[src/rtl/lsu_align_if.sv]
// Request/response and bridge-side transaction signals of the lsu_align stage.
// The slave modport is the alignment stage; the master modport is the CPU plus bridge.
interface lsu_align_if #(
   parameter int ADDR_WIDTH = 32,
   parameter int DATA_WIDTH = 32
);
   logic                  req_valid_i;
   logic                  req_ready_o;
   logic                  req_we_i;
   logic [1:0]            req_size_i;
   logic                  req_unsigned_i;
   logic [ADDR_WIDTH-1:0] req_addr_i;
   logic [DATA_WIDTH-1:0] req_wdata_i;
   logic                  rsp_valid_o;
   logic [DATA_WIDTH-1:0] rsp_rdata_o;
   logic                  rsp_err_o;
   logic [ADDR_WIDTH-1:0] transaction_addr_o;
   logic [DATA_WIDTH-1:0] transaction_data_o;
   logic [1:0]            transaction_size_o;
   logic                  transaction_we_o;
   logic                  transaction_start_o;
   logic                  transaction_clear_ready_o;
   logic [DATA_WIDTH-1:0] transaction_data_i;
   logic                  transaction_ready_i;

   modport slave (
      input  req_valid_i, req_we_i, req_size_i, req_unsigned_i, req_addr_i, req_wdata_i,
      input  transaction_data_i, transaction_ready_i,
      output req_ready_o, rsp_valid_o, rsp_rdata_o, rsp_err_o,
      output transaction_addr_o, transaction_data_o, transaction_size_o,
      output transaction_we_o, transaction_start_o, transaction_clear_ready_o
   );

   modport master (
      output req_valid_i, req_we_i, req_size_i, req_unsigned_i, req_addr_i, req_wdata_i,
      output transaction_data_i, transaction_ready_i,
      input  req_ready_o, rsp_valid_o, rsp_rdata_o, rsp_err_o,
      input  transaction_addr_o, transaction_data_o, transaction_size_o,
      input  transaction_we_o, transaction_start_o, transaction_clear_ready_o
   );
endinterface

[src/rtl/lsu_align.sv]
// Load/store alignment stage: turns byte/half/word CPU requests into word-only bridge transactions.
// Define LSU_MISALIGN_TRAP_EN to answer misaligned requests with rsp_err_o instead of rounding the offset.
module lsu_align #(
   parameter int ADDR_WIDTH = 32,
   parameter int DATA_WIDTH = 32
) (
   input  logic       clk_i,
   input  logic       rst_n_i,
   lsu_align_if.slave bus
);

   typedef enum logic [2:0] {
      IDLE     = 3'd0,
      RD_ISSUE = 3'd1,
      RD_WAIT  = 3'd2,
      WR_ISSUE = 3'd3,
      WR_WAIT  = 3'd4,
      CLR      = 3'd5,
      RESP     = 3'd6
   } state_e;

   state_e                state_q, state_d;
   logic                  ready_q, ready_d;
   logic                  start_q, start_d;
   logic                  clear_q, clear_d;
   logic                  we_q, we_d;
   logic                  rsp_valid_q, rsp_valid_d;
   logic                  rsp_err_q, rsp_err_d;
   logic [DATA_WIDTH-1:0] rsp_rdata_q, rsp_rdata_d;
   logic [ADDR_WIDTH-1:0] tx_addr_q, tx_addr_d;
   logic [DATA_WIDTH-1:0] tx_data_q, tx_data_d;
   logic [DATA_WIDTH-1:0] rword_q, rword_d;
   logic [DATA_WIDTH-1:0] wdata_q, wdata_d;
   logic                  store_q, store_d;
   logic                  uns_q, uns_d;
   logic                  wr_phase_q, wr_phase_d;
   logic [1:0]            size_q, size_d;
   logic [1:0]            off_q, off_d;
   logic                  trap;

   // Half lanes are picked with off[1] only and words ignore off, which rounds down to natural alignment.
   function automatic logic [DATA_WIDTH-1:0] extract_load(
      input logic [DATA_WIDTH-1:0] word,
      input logic [1:0]            size,
      input logic [1:0]            off,
      input logic                  uns
   );
      logic [7:0]            b;
      logic [15:0]           h;
      logic [DATA_WIDTH-1:0] res;
      b = word[{off, 3'b000} +: 8];
      h = word[{off[1], 4'b0000} +: 16];
      case (size)
         2'd0:    res = {{24{b[7] & ~uns}}, b};
         2'd1:    res = {{16{h[15] & ~uns}}, h};
         default: res = word;
      endcase
      return res;
   endfunction

   function automatic logic [DATA_WIDTH-1:0] merge_store(
      input logic [DATA_WIDTH-1:0] word,
      input logic [DATA_WIDTH-1:0] wdata,
      input logic [1:0]            size,
      input logic [1:0]            off
   );
      logic [DATA_WIDTH-1:0] res;
      res = word;
      case (size)
         2'd0:    res[{off, 3'b000} +: 8]     = wdata[7:0];
         2'd1:    res[{off[1], 4'b0000} +: 16] = wdata[15:0];
         default: res = wdata;
      endcase
      return res;
   endfunction

`ifdef LSU_MISALIGN_TRAP_EN
   // Half needs addr[0]==0; word (size 2 or 3) needs addr[1:0]==0.
   always_comb begin
      case (bus.req_size_i)
         2'd0:    trap = 1'b0;
         2'd1:    trap = bus.req_addr_i[0];
         default: trap = (bus.req_addr_i[1:0] != 2'b00);
      endcase
   end
`else
   assign trap = 1'b0;
`endif

   // Next-state and datapath updates; all request fields are frozen at acceptance.
   always_comb begin
      state_d     = state_q;
      rsp_err_d   = rsp_err_q;
      rsp_rdata_d = rsp_rdata_q;
      tx_addr_d   = tx_addr_q;
      tx_data_d   = tx_data_q;
      rword_d     = rword_q;
      wdata_d     = wdata_q;
      store_d     = store_q;
      uns_d       = uns_q;
      wr_phase_d  = wr_phase_q;
      size_d      = size_q;
      off_d       = off_q;
      case (state_q)
         IDLE: begin
            if (bus.req_valid_i) begin
               store_d    = bus.req_we_i;
               size_d     = bus.req_size_i;
               uns_d      = bus.req_unsigned_i;
               off_d      = bus.req_addr_i[1:0];
               wdata_d    = bus.req_wdata_i;
               tx_addr_d  = {bus.req_addr_i[ADDR_WIDTH-1:2], 2'b00};
               rsp_err_d  = trap;
               wr_phase_d = 1'b0;
               if (trap) begin
                  state_d = RESP;
               end else if (bus.req_we_i && bus.req_size_i[1]) begin
                  tx_data_d  = bus.req_wdata_i;
                  wr_phase_d = 1'b1;
                  state_d    = WR_ISSUE;
               end else begin
                  state_d = RD_ISSUE;
               end
            end else begin
               state_d = IDLE;
            end
         end
         RD_ISSUE: state_d = RD_WAIT;
         RD_WAIT: begin
            if (bus.transaction_ready_i) begin
               rword_d = bus.transaction_data_i;
               state_d = CLR;
            end else begin
               state_d = RD_WAIT;
            end
         end
         WR_ISSUE: state_d = WR_WAIT;
         WR_WAIT: begin
            if (bus.transaction_ready_i) begin
               state_d = CLR;
            end else begin
               state_d = WR_WAIT;
            end
         end
         CLR: begin
            if (store_q && !wr_phase_q) begin
               tx_data_d  = merge_store(rword_q, wdata_q, size_q, off_q);
               wr_phase_d = 1'b1;
               state_d    = WR_ISSUE;
            end else begin
               if (!store_q) begin
                  rsp_rdata_d = extract_load(rword_q, size_q, off_q, uns_q);
               end else begin
                  rsp_rdata_d = rsp_rdata_q;
               end
               state_d = RESP;
            end
         end
         RESP:    state_d = IDLE;
         default: state_d = IDLE;
      endcase
   end

   // Outputs are registered copies decoded from the next state, so each is a clean Moore output.
   always_comb begin
      ready_d     = (state_d == IDLE);
      start_d     = (state_d == RD_ISSUE) || (state_d == WR_ISSUE);
      clear_d     = (state_d == CLR);
      rsp_valid_d = (state_d == RESP);
      we_d        = (state_d == WR_ISSUE) || (state_d == WR_WAIT);
   end

   // State and output registers.
   always_ff @(posedge clk_i or negedge rst_n_i) begin
      if (!rst_n_i) begin
         state_q     <= IDLE;
         ready_q     <= 1'b1;
         start_q     <= 1'b0;
         clear_q     <= 1'b0;
         we_q        <= 1'b0;
         rsp_valid_q <= 1'b0;
         rsp_err_q   <= 1'b0;
         rsp_rdata_q <= {DATA_WIDTH{1'b0}};
         tx_addr_q   <= {ADDR_WIDTH{1'b0}};
         tx_data_q   <= {DATA_WIDTH{1'b0}};
         rword_q     <= {DATA_WIDTH{1'b0}};
         wdata_q     <= {DATA_WIDTH{1'b0}};
         store_q     <= 1'b0;
         uns_q       <= 1'b0;
         wr_phase_q  <= 1'b0;
         size_q      <= 2'd0;
         off_q       <= 2'd0;
      end else begin
         state_q     <= state_d;
         ready_q     <= ready_d;
         start_q     <= start_d;
         clear_q     <= clear_d;
         we_q        <= we_d;
         rsp_valid_q <= rsp_valid_d;
         rsp_err_q   <= rsp_err_d;
         rsp_rdata_q <= rsp_rdata_d;
         tx_addr_q   <= tx_addr_d;
         tx_data_q   <= tx_data_d;
         rword_q     <= rword_d;
         wdata_q     <= wdata_d;
         store_q     <= store_d;
         uns_q       <= uns_d;
         wr_phase_q  <= wr_phase_d;
         size_q      <= size_d;
         off_q       <= off_d;
      end
   end

   assign bus.req_ready_o               = ready_q;
   assign bus.rsp_valid_o               = rsp_valid_q;
   assign bus.rsp_err_o                 = rsp_err_q;
   assign bus.rsp_rdata_o               = rsp_rdata_q;
   assign bus.transaction_addr_o        = tx_addr_q;
   assign bus.transaction_data_o        = tx_data_q;
   assign bus.transaction_size_o        = 2'd2;
   assign bus.transaction_we_o          = we_q;
   assign bus.transaction_start_o       = start_q;
   assign bus.transaction_clear_ready_o = clear_q;

endmodule

[src/flat_wrapper.sv]
// flat-port wrapper written by rule: the top's interface ports become plain ports
module lsu_align_flat 
#(
   parameter int ADDR_WIDTH = 32,
   parameter int DATA_WIDTH = 32
)
  (clk_i, rst_n_i, bus_req_valid_i, bus_req_we_i, bus_req_size_i, bus_req_unsigned_i, bus_req_addr_i, bus_req_wdata_i, bus_transaction_data_i, bus_transaction_ready_i, bus_req_ready_o, bus_rsp_valid_o, bus_rsp_rdata_o, bus_rsp_err_o, bus_transaction_addr_o, bus_transaction_data_o, bus_transaction_size_o, bus_transaction_we_o, bus_transaction_start_o, bus_transaction_clear_ready_o);
  lsu_align_if #(.ADDR_WIDTH(ADDR_WIDTH), .DATA_WIDTH(DATA_WIDTH)) bus_i ();
  input  logic clk_i;
  input  logic rst_n_i;
  input wire logic [$bits(bus_i.req_valid_i)-1:0] bus_req_valid_i;
  input wire logic [$bits(bus_i.req_we_i)-1:0] bus_req_we_i;
  input wire logic [$bits(bus_i.req_size_i)-1:0] bus_req_size_i;
  input wire logic [$bits(bus_i.req_unsigned_i)-1:0] bus_req_unsigned_i;
  input wire logic [$bits(bus_i.req_addr_i)-1:0] bus_req_addr_i;
  input wire logic [$bits(bus_i.req_wdata_i)-1:0] bus_req_wdata_i;
  input wire logic [$bits(bus_i.transaction_data_i)-1:0] bus_transaction_data_i;
  input wire logic [$bits(bus_i.transaction_ready_i)-1:0] bus_transaction_ready_i;
  output wire logic [$bits(bus_i.req_ready_o)-1:0] bus_req_ready_o;
  output wire logic [$bits(bus_i.rsp_valid_o)-1:0] bus_rsp_valid_o;
  output wire logic [$bits(bus_i.rsp_rdata_o)-1:0] bus_rsp_rdata_o;
  output wire logic [$bits(bus_i.rsp_err_o)-1:0] bus_rsp_err_o;
  output wire logic [$bits(bus_i.transaction_addr_o)-1:0] bus_transaction_addr_o;
  output wire logic [$bits(bus_i.transaction_data_o)-1:0] bus_transaction_data_o;
  output wire logic [$bits(bus_i.transaction_size_o)-1:0] bus_transaction_size_o;
  output wire logic [$bits(bus_i.transaction_we_o)-1:0] bus_transaction_we_o;
  output wire logic [$bits(bus_i.transaction_start_o)-1:0] bus_transaction_start_o;
  output wire logic [$bits(bus_i.transaction_clear_ready_o)-1:0] bus_transaction_clear_ready_o;
  assign bus_i.req_valid_i = bus_req_valid_i;
  assign bus_i.req_we_i = bus_req_we_i;
  assign bus_i.req_size_i = bus_req_size_i;
  assign bus_i.req_unsigned_i = bus_req_unsigned_i;
  assign bus_i.req_addr_i = bus_req_addr_i;
  assign bus_i.req_wdata_i = bus_req_wdata_i;
  assign bus_i.transaction_data_i = bus_transaction_data_i;
  assign bus_i.transaction_ready_i = bus_transaction_ready_i;
  assign bus_req_ready_o = bus_i.req_ready_o;
  assign bus_rsp_valid_o = bus_i.rsp_valid_o;
  assign bus_rsp_rdata_o = bus_i.rsp_rdata_o;
  assign bus_rsp_err_o = bus_i.rsp_err_o;
  assign bus_transaction_addr_o = bus_i.transaction_addr_o;
  assign bus_transaction_data_o = bus_i.transaction_data_o;
  assign bus_transaction_size_o = bus_i.transaction_size_o;
  assign bus_transaction_we_o = bus_i.transaction_we_o;
  assign bus_transaction_start_o = bus_i.transaction_start_o;
  assign bus_transaction_clear_ready_o = bus_i.transaction_clear_ready_o;
  lsu_align #(.ADDR_WIDTH(ADDR_WIDTH), .DATA_WIDTH(DATA_WIDTH)) u_core (.clk_i(clk_i), .rst_n_i(rst_n_i), .bus(bus_i));
endmodule
[config.mk]
export PLATFORM = sky130hd
export DESIGN_NAME = lsu_align_flat
export DESIGN_NICKNAME = d
export VERILOG_FILES = /design/src/rtl/lsu_align_if.sv /design/src/rtl/lsu_align.sv /design/src/flat_wrapper.sv
export SDC_FILE = /design/constraint.sdc
export NUM_CORES = 1
export LEC_CHECK = 0
export CORE_MARGIN = 5
export CORE_UTILIZATION = 45
export DETAILED_ROUTE_END_ITERATION = 12
export GPL_TIMING_DRIVEN = 0
export PLACE_DENSITY = 0.77
export SYNTH_ARGS = -nofsm -noshare
export SYNTH_HDL_FRONTEND = slang
export SYNTH_SLANG_ARGS = --single-unit
[constraint.sdc]
create_clock -name clk_i -period 2.6 [get_ports clk_i]
set_input_delay 0.65 -clock clk_i [delete_from_list [all_inputs] [get_ports clk_i]]
set_output_delay 0.65 -clock clk_i [all_outputs]
set_load 0.005 [all_outputs]
# Yosys cells after proc, flatten, opt, wreduce, memory -nomap -nowiden
# Index checks and enable logic that the tools add are counted.
dict set report classes {
  n_eq_ne 14
  bitwise_logic 5
  mux 18
  addsub 2
  reduce_logical 14
  n_shift 6
}
# cell count
set ops {}
lappend ops {{one-hot mux 32 bit (2 select lines)} 3}
lappend ops {{two-way mux 32 bit} 3}
lappend ops {{bitwise mux 32 bit} 2}
lappend ops {{variable shift 16 x 7 -> 32 bit (first input constant)} 1}
lappend ops {{variable shift 8 x 7 -> 32 bit (first input constant)} 1}
lappend ops {{indexed part select 16 x 7 -> 32 bit} 1}
lappend ops {{indexed part select 32 x 6 -> 16 bit} 1}
lappend ops {{indexed part select 32 x 6 -> 8 bit} 1}
lappend ops {{indexed part select 8 x 7 -> 32 bit} 1}
lappend ops {{one-hot mux 3 bit (6 select lines)} 1}
lappend ops {{equality test 3 bit (second input constant)} 5}
lappend ops {{negation 5 -> 7 bit} 2}
lappend ops {{equality test 3 x 2 -> 1 bit (second input constant)} 3}
lappend ops {{equality test 3 x 1 -> 1 bit (second input constant)} 2}
lappend ops {{logical NOT 3 bit} 2}
lappend ops {{two-way mux 3 bit} 2}
lappend ops {{AND reduction 3 bit} 2}
lappend ops {{two-way mux 1 bit} 4}
lappend ops {{two-way mux 2 bit} 2}
lappend ops {{!= test 2 x 1 -> 1 bit (second input constant)} 2}
lappend ops {{AND reduction 2 bit} 2}
lappend ops {{AND reduction 4 bit} 1}
lappend ops {{inverter 1 bit} 3}
lappend ops {{AND 1 bit} 2}
lappend ops {{8 further kinds} 10}
dict set report totals {
  output_inout_bits 104
  ff_bits 173
}

# Depth between registers and ports, before layout
dict set report logic_depth {
  depth_word 6
  ltp_mapped 10
  depth_no_buf 7
}

# Worst setup path before layout
# OpenSTA, ideal clock, no wires.
dict set report synth_path {
  path_type {flip-flop to flip-flop}
  from {register u_core.off_q[1]}
  to {register u_core.tx_data_q[31], in the netlist u_core.bus.transaction_data_o[31]}
  path_slack_ns 0.184
  arrival_ns 2.333
  n_path_buf 3
  required_ns 2.517
  period_less_slack_ns 2.416
  stages_incl_launch_ff 11
  setup_time_ns 0.083
  cell_sequence {dfrtp_1 -> buf_2 -> buf_2 -> inv_1 -> ha_1 -> and3b_1 -> clkbuf_1 -> a221oi_1 -> a2111oi_0 -> a211oi_1 -> o21ai_0}
}
dict set report synth_between {
  elab_chain_len 6
  word_cells_on_any_way 11
}
# element line
set synth_rtl {}
lappend synth_rtl {{start, declared} lsu_align.sv:38} ;# logic [1:0] off_q, off_d;
lappend synth_rtl {{start signal, assigned} lsu_align.sv:192} ;# off_q <= 2'd0;
lappend synth_rtl {{start signal, assigned} lsu_align.sv:210} ;# off_q <= off_d;
lappend synth_rtl {{negation 5 -> 7 bit, on equally long branches} {lsu_align.sv:71, lsu_align.sv:70}}
lappend synth_rtl {{indexed part select 16 x 7 -> 32 bit, or another cell as far along} lsu_align.sv:71} ;# 2'd1: res[{off[1], 4'b0000} +: 16] = wdata[15:0];
lappend synth_rtl {{bitwise mux 32 bit, on equally long branches} {lsu_align.sv:71, lsu_align.sv:70}}
lappend synth_rtl {{one-hot mux 32 bit (2 select lines) (*)} lsu_align.sv:69} ;# case (size)
lappend synth_rtl {{two-way mux 32 bit (*)} lsu_align.sv:146} ;# if (store_q && !wr_phase_q) begin
lappend synth_rtl {{one-hot mux 32 bit (2 select lines) (*)} lsu_align.sv:104} ;# case (state_q)
lappend synth_rtl {{end signal, assigned} lsu_align.sv:185} ;# tx_data_q <= {DATA_WIDTH{1'b0}};
lappend synth_rtl {{end signal, assigned} lsu_align.sv:203} ;# tx_data_q <= tx_data_d;
lappend synth_rtl {{end, declared} lsu_align.sv:31} ;# logic [DATA_WIDTH-1:0] tx_data_q, tx_data_d;
# Mark *: on every way between the ends. The rest lies on a longest branch, timed or not. The select of a mux whose other input is x is not followed.
# A chain may end at the register's enable or synchronous reset.

# Final worst setup path
dict set report layout_path {
  from {register u_core.state_q[1]}
  to {register u_core.rsp_rdata_q[22], in the netlist u_core.bus.rsp_rdata_o[22]}
}
dict set report layout_between {
  elab_chain_len 2
}
# element line
set layout_rtl {}
lappend layout_rtl {{start, declared} lsu_align.sv:22} ;# state_e state_q, state_d;
lappend layout_rtl {{start signal, assigned} lsu_align.sv:194} ;# state_q <= state_d;
lappend layout_rtl {{equality test 3 bit} lsu_align.sv:104}
lappend layout_rtl {{AND reduction 3 bit (no source line)} -}
lappend layout_rtl {{end signal, assigned} lsu_align.sv:183} ;# rsp_rdata_q <= {DATA_WIDTH{1'b0}};
lappend layout_rtl {{end signal, assigned} lsu_align.sv:201} ;# rsp_rdata_q <= rsp_rdata_d;
lappend layout_rtl {{end, declared} lsu_align.sv:29} ;# logic [DATA_WIDTH-1:0] rsp_rdata_q, rsp_rdata_d;
# No other way between the ends.

==> impl_metrics.ini <==
[worst_setup_path]
cpLargestDelayFamily = simple AND/OR/NAND/NOR gates
slowest_delay_ps = 480
cpMaxStageDelayCell = dfrtp_1
startpoint_type = flip-flop
endpoint_kind = flip-flop
critPathMaxFanout = 10
cp.arrival_ps = 2790
cp_num_buf_inv = 2
cp.required_ps = 2920
crit_cells = 7
critPathKind = flip-flop to flip-flop
crit_path_cell_trace = nor2b_1, and2_1, clkbuf_1, nand2b_1, nor2_2, buf_6, a21oi_2
worstRegToRegCells = 7

[grt]
grt_use_total_pct = 25.5
met2_usage_pct = 40.8
top_usage_layer = met2
grtUsageMet1_pct = 33.7
first_global_vias = 7752
grt_pass1_wl_mm = 43.0
grtUsageMet3_pct = 6.30
antenna_found_initial = 0
grt_max_degree = 89
overflow = 0

[logic_synthesis]
synth.avg_cell_area_um2 = 9.38
post_synth_fa_ha_maj_area_fraction_pct = 0.745
synthCells = 896
synth-xor-area-share_pct = 0
synth_mux_area_share_pct = 7.39
netlist_area_um2 = 8400
synth_cell_types = 52
synth_top_family_by_area = simple AND/OR/NAND/NOR gates
synth_edf_count = 0
yosys_most_used_dff = dfrtp_1
synth-seq-cells = 173
ys_async_sr_fraction_pct = 100
synth_compound_area_share_pct = 17.5
synth_seq_area_share_pct = 51.5
ys_warn_count = 0
synth-simple-area-share_pct = 17.9

[cells_and_area]
syn2layout_area_growth_pct = 35.5
final_design_area_no_fill_um2 = 11400
diodes = 0
nets = 1228
fin_cells = 1366
drive_gt1_share_pct = 11.0
n_fill_cell = 1634

[power_and_ir_drop]
pwr-share-clk_pct = 18.7
p_total_w = 0.0143
p_int_w = 0.00861
power.switching_w = 0.00572
p_leak_nw = 5.00
power_frac_comb_pct = 44.5
p_seq_share_pct = 36.9
peakVddDrop_mv = 0.560
power.density_nw_per_um2 = 1260
switching_share_pct = 39.9

[detailed_routing]
vias = 7698
wl_per_cell_um = 20.2
via_per_inst = 5.64
drc = 0
dr.pass1.iters = 6
ant_nets = 0
drt_iter0_drc = 692
wirelength_mm = 27.6

[sta]
rsz0062_at_grt = no
worstMarginPinSlew_ps = 713
finalSetupViolCount = 0
fmax_mhz = 405
hold_viol = 0
period_needed_ps = 2470
drv_slew = 0
finalWorstSetupSlack_ps = 130
slew_headroom_pct = 52.1
fin_worst_skew_ps = 9.07
fin_crit_sh_pct = 95.0
hold_ws_ps = 207

[floorplan]
rows = 50
initial_core_util_pct = 45.4
coreArea_um2 = 18500
die_h_um = 147
pin_count = 208
dieArea_um2 = 21500
die_x_um = 147

[clock_network]
htreeDepth = 4
cts.sinks = 173
cts_tree = done
hold_buffers = 0
clk_path_buf_depth = 2
cts_setup_buffers = 0
numCtsBuffers = 17
clock_insertion_delay_worst_skew_ps = 430
root_buffer = clkbuf_16
clk_pin_slew_ps = 70

[place]
place_area_um2 = 10800
place_ws_ps = -484
place_congestion = 0.988
dp_hpwl_mm = 20.6
port_buffers = 202
dp_cells = 1336

[hold_path]
min_path_type = primary input to asynchronous set/reset pin

[flow_run]
maxCapViolations = 0

[outcome]
status = finished clean
placed cells by master (no fill, tap or decap), types with 10 or more instances in the layout:
cell type and n:
buf_1 10, dfrtp_1 171, o22ai_1 17, o21ai_1 12
clkdlybuf4s50_1 201, clkbuf_1 30, buf_2 16, clkbuf_16 17
nor2_1 57, nand2_1 267, mux2_2 40, a211oi_1 10
mux2i_1 17, o21ai_0 42, inv_1 16, a21oi_2 11
a32oi_1 22, and3_1 10, a21oi_1 25, a221oi_1 23
a22o_1 23
final cells by class:
type                    instances  area, µm²  share of cell area [%]
inverters                      16       60.1                   0.527
well taps                     234        293                    2.57
flip-flops and latches        173       4330                    38.0
multi-input cells             641       3700                    32.5
repair buffers                203       2050                    18.0
plain buffers                  67        339                    2.98
clock inverters                14        179                    1.57
clock buffers                  18        429                    3.77
registers in the layout, indices dropped and copies added (netlist names):
register / flops
u_core.bus.transaction_start_o: 1
u_core.state_q: 3
u_core.rword_q: 32
u_core.bus.rsp_valid_o: 1
u_core.store_q: 1
u_core.bus.transaction_data_o: 32
u_core.wr_phase_q: 1
u_core.off_q: 2
u_core.size_q: 2
u_core.wdata_q: 32
u_core.bus.req_ready_o: 1
u_core.bus.transaction_we_o: 1
u_core.bus.transaction_clear_ready_o: 1
u_core.bus.rsp_rdata_o: 32
u_core.uns_q: 1
u_core.bus.transaction_addr_o: 30
metrics by stage:
stage	util, %	setup TNS [ps]
after global routing	61.5	0
after global placement	57.9	-1104650
after CTS	61.4	0
after detailed placement	58.1	-21170
after floorplan	-	0
final	61.5	0
layer usage:
metal,wire length (µm),share of wire (%),vias to the layer above
met4,723,2.6,0
met1,11800,43,3731
met2,13100,47,348
met3,2040,7.4,52
li1,-,-,3567
met5,0,0,-
cell usage after synthesis (3+ instances only):
cell type    n  area [µm²]
nand2_1    267        1000
dfrtp_1    172        4300
nor2_1      59         221
o21ai_0     42         210
mux2_2      40         450
clkbuf_1    30         113
a21oi_1     25         125
a221oi_1    23         201
a22o_1      23         201
a32oi_1     22         193
buf_2       18        90.1
mux2i_1     17         170
o22ai_1     17         106
inv_1       16        60.1
o21ai_1     12        60.1
a21oi_2     11        96.3
a211oi_1    10        75.1
and3_1      10        62.6
buf_1       10        37.5
o211ai_1     8        60.1
o221ai_1     8        70.1
nor2b_1      7        43.8
buf_4        6        45.0
buf_6        5        56.3
ha_1         5        62.6
nor3_1       3        15.0
power by group through the flow:
stage | combinational [W] | clock [W] | sequential, W
2_1_floorplan | 0.00355 | 0 | 0.00483
3_3_place_gp | 0.00618 | 0 | 0.00523
3_5_place_dp | 0.00629 | 0 | 0.00525
4_1_cts | 0.00634 | 0.00270 | 0.00522
5_1_grt | 0.00696 | 0.00280 | 0.00540
6_report | 0.00637 | 0.00267 | 0.00528
final timing paths:
kind,start,to,slack (ps)
max,u_core.state_q[1],u_core.bus.rsp_rdata_o[22],130
max reg2reg,u_core.state_q[1],u_core.bus.rsp_rdata_o[22],130
max in group asynchronous,rst_n_i,u_core.bus.rsp_rdata_o[1],1550
min in group clk_i,u_core.bus.transaction_addr_o[24],u_core.bus.transaction_addr_o[24],470
min reg2reg,u_core.bus.transaction_addr_o[24],u_core.bus.transaction_addr_o[24],470
min,rst_n_i,u_core.bus.transaction_data_o[27],210
worst reg2reg max path, cell delays in order (launching register included):
cell and delay [ps]:
dfrtp_1 480, nor2b_1 320, and2_1 170, clkbuf_1 390, nand2b_1 270, nor2_2 430
buf_6 240, a21oi_2 70
cell families after synthesis:
kind of cell | after synthesis
AND/OR/NAND/NOR | 365
AO/OA/AOI/OAI | 209
flip-flops | 173
buffers and inverters | 85
multiplexers | 57
adder cells (fa/ha/maj) | 5
other | 2
what timing repair did:
item | CTS | global route
pin swaps | 0 | 0
gates resized for setup | 7 | 2
setup endpoints to repair | 30 | 15
Note: power is estimated with default switching activity, not from simulation.
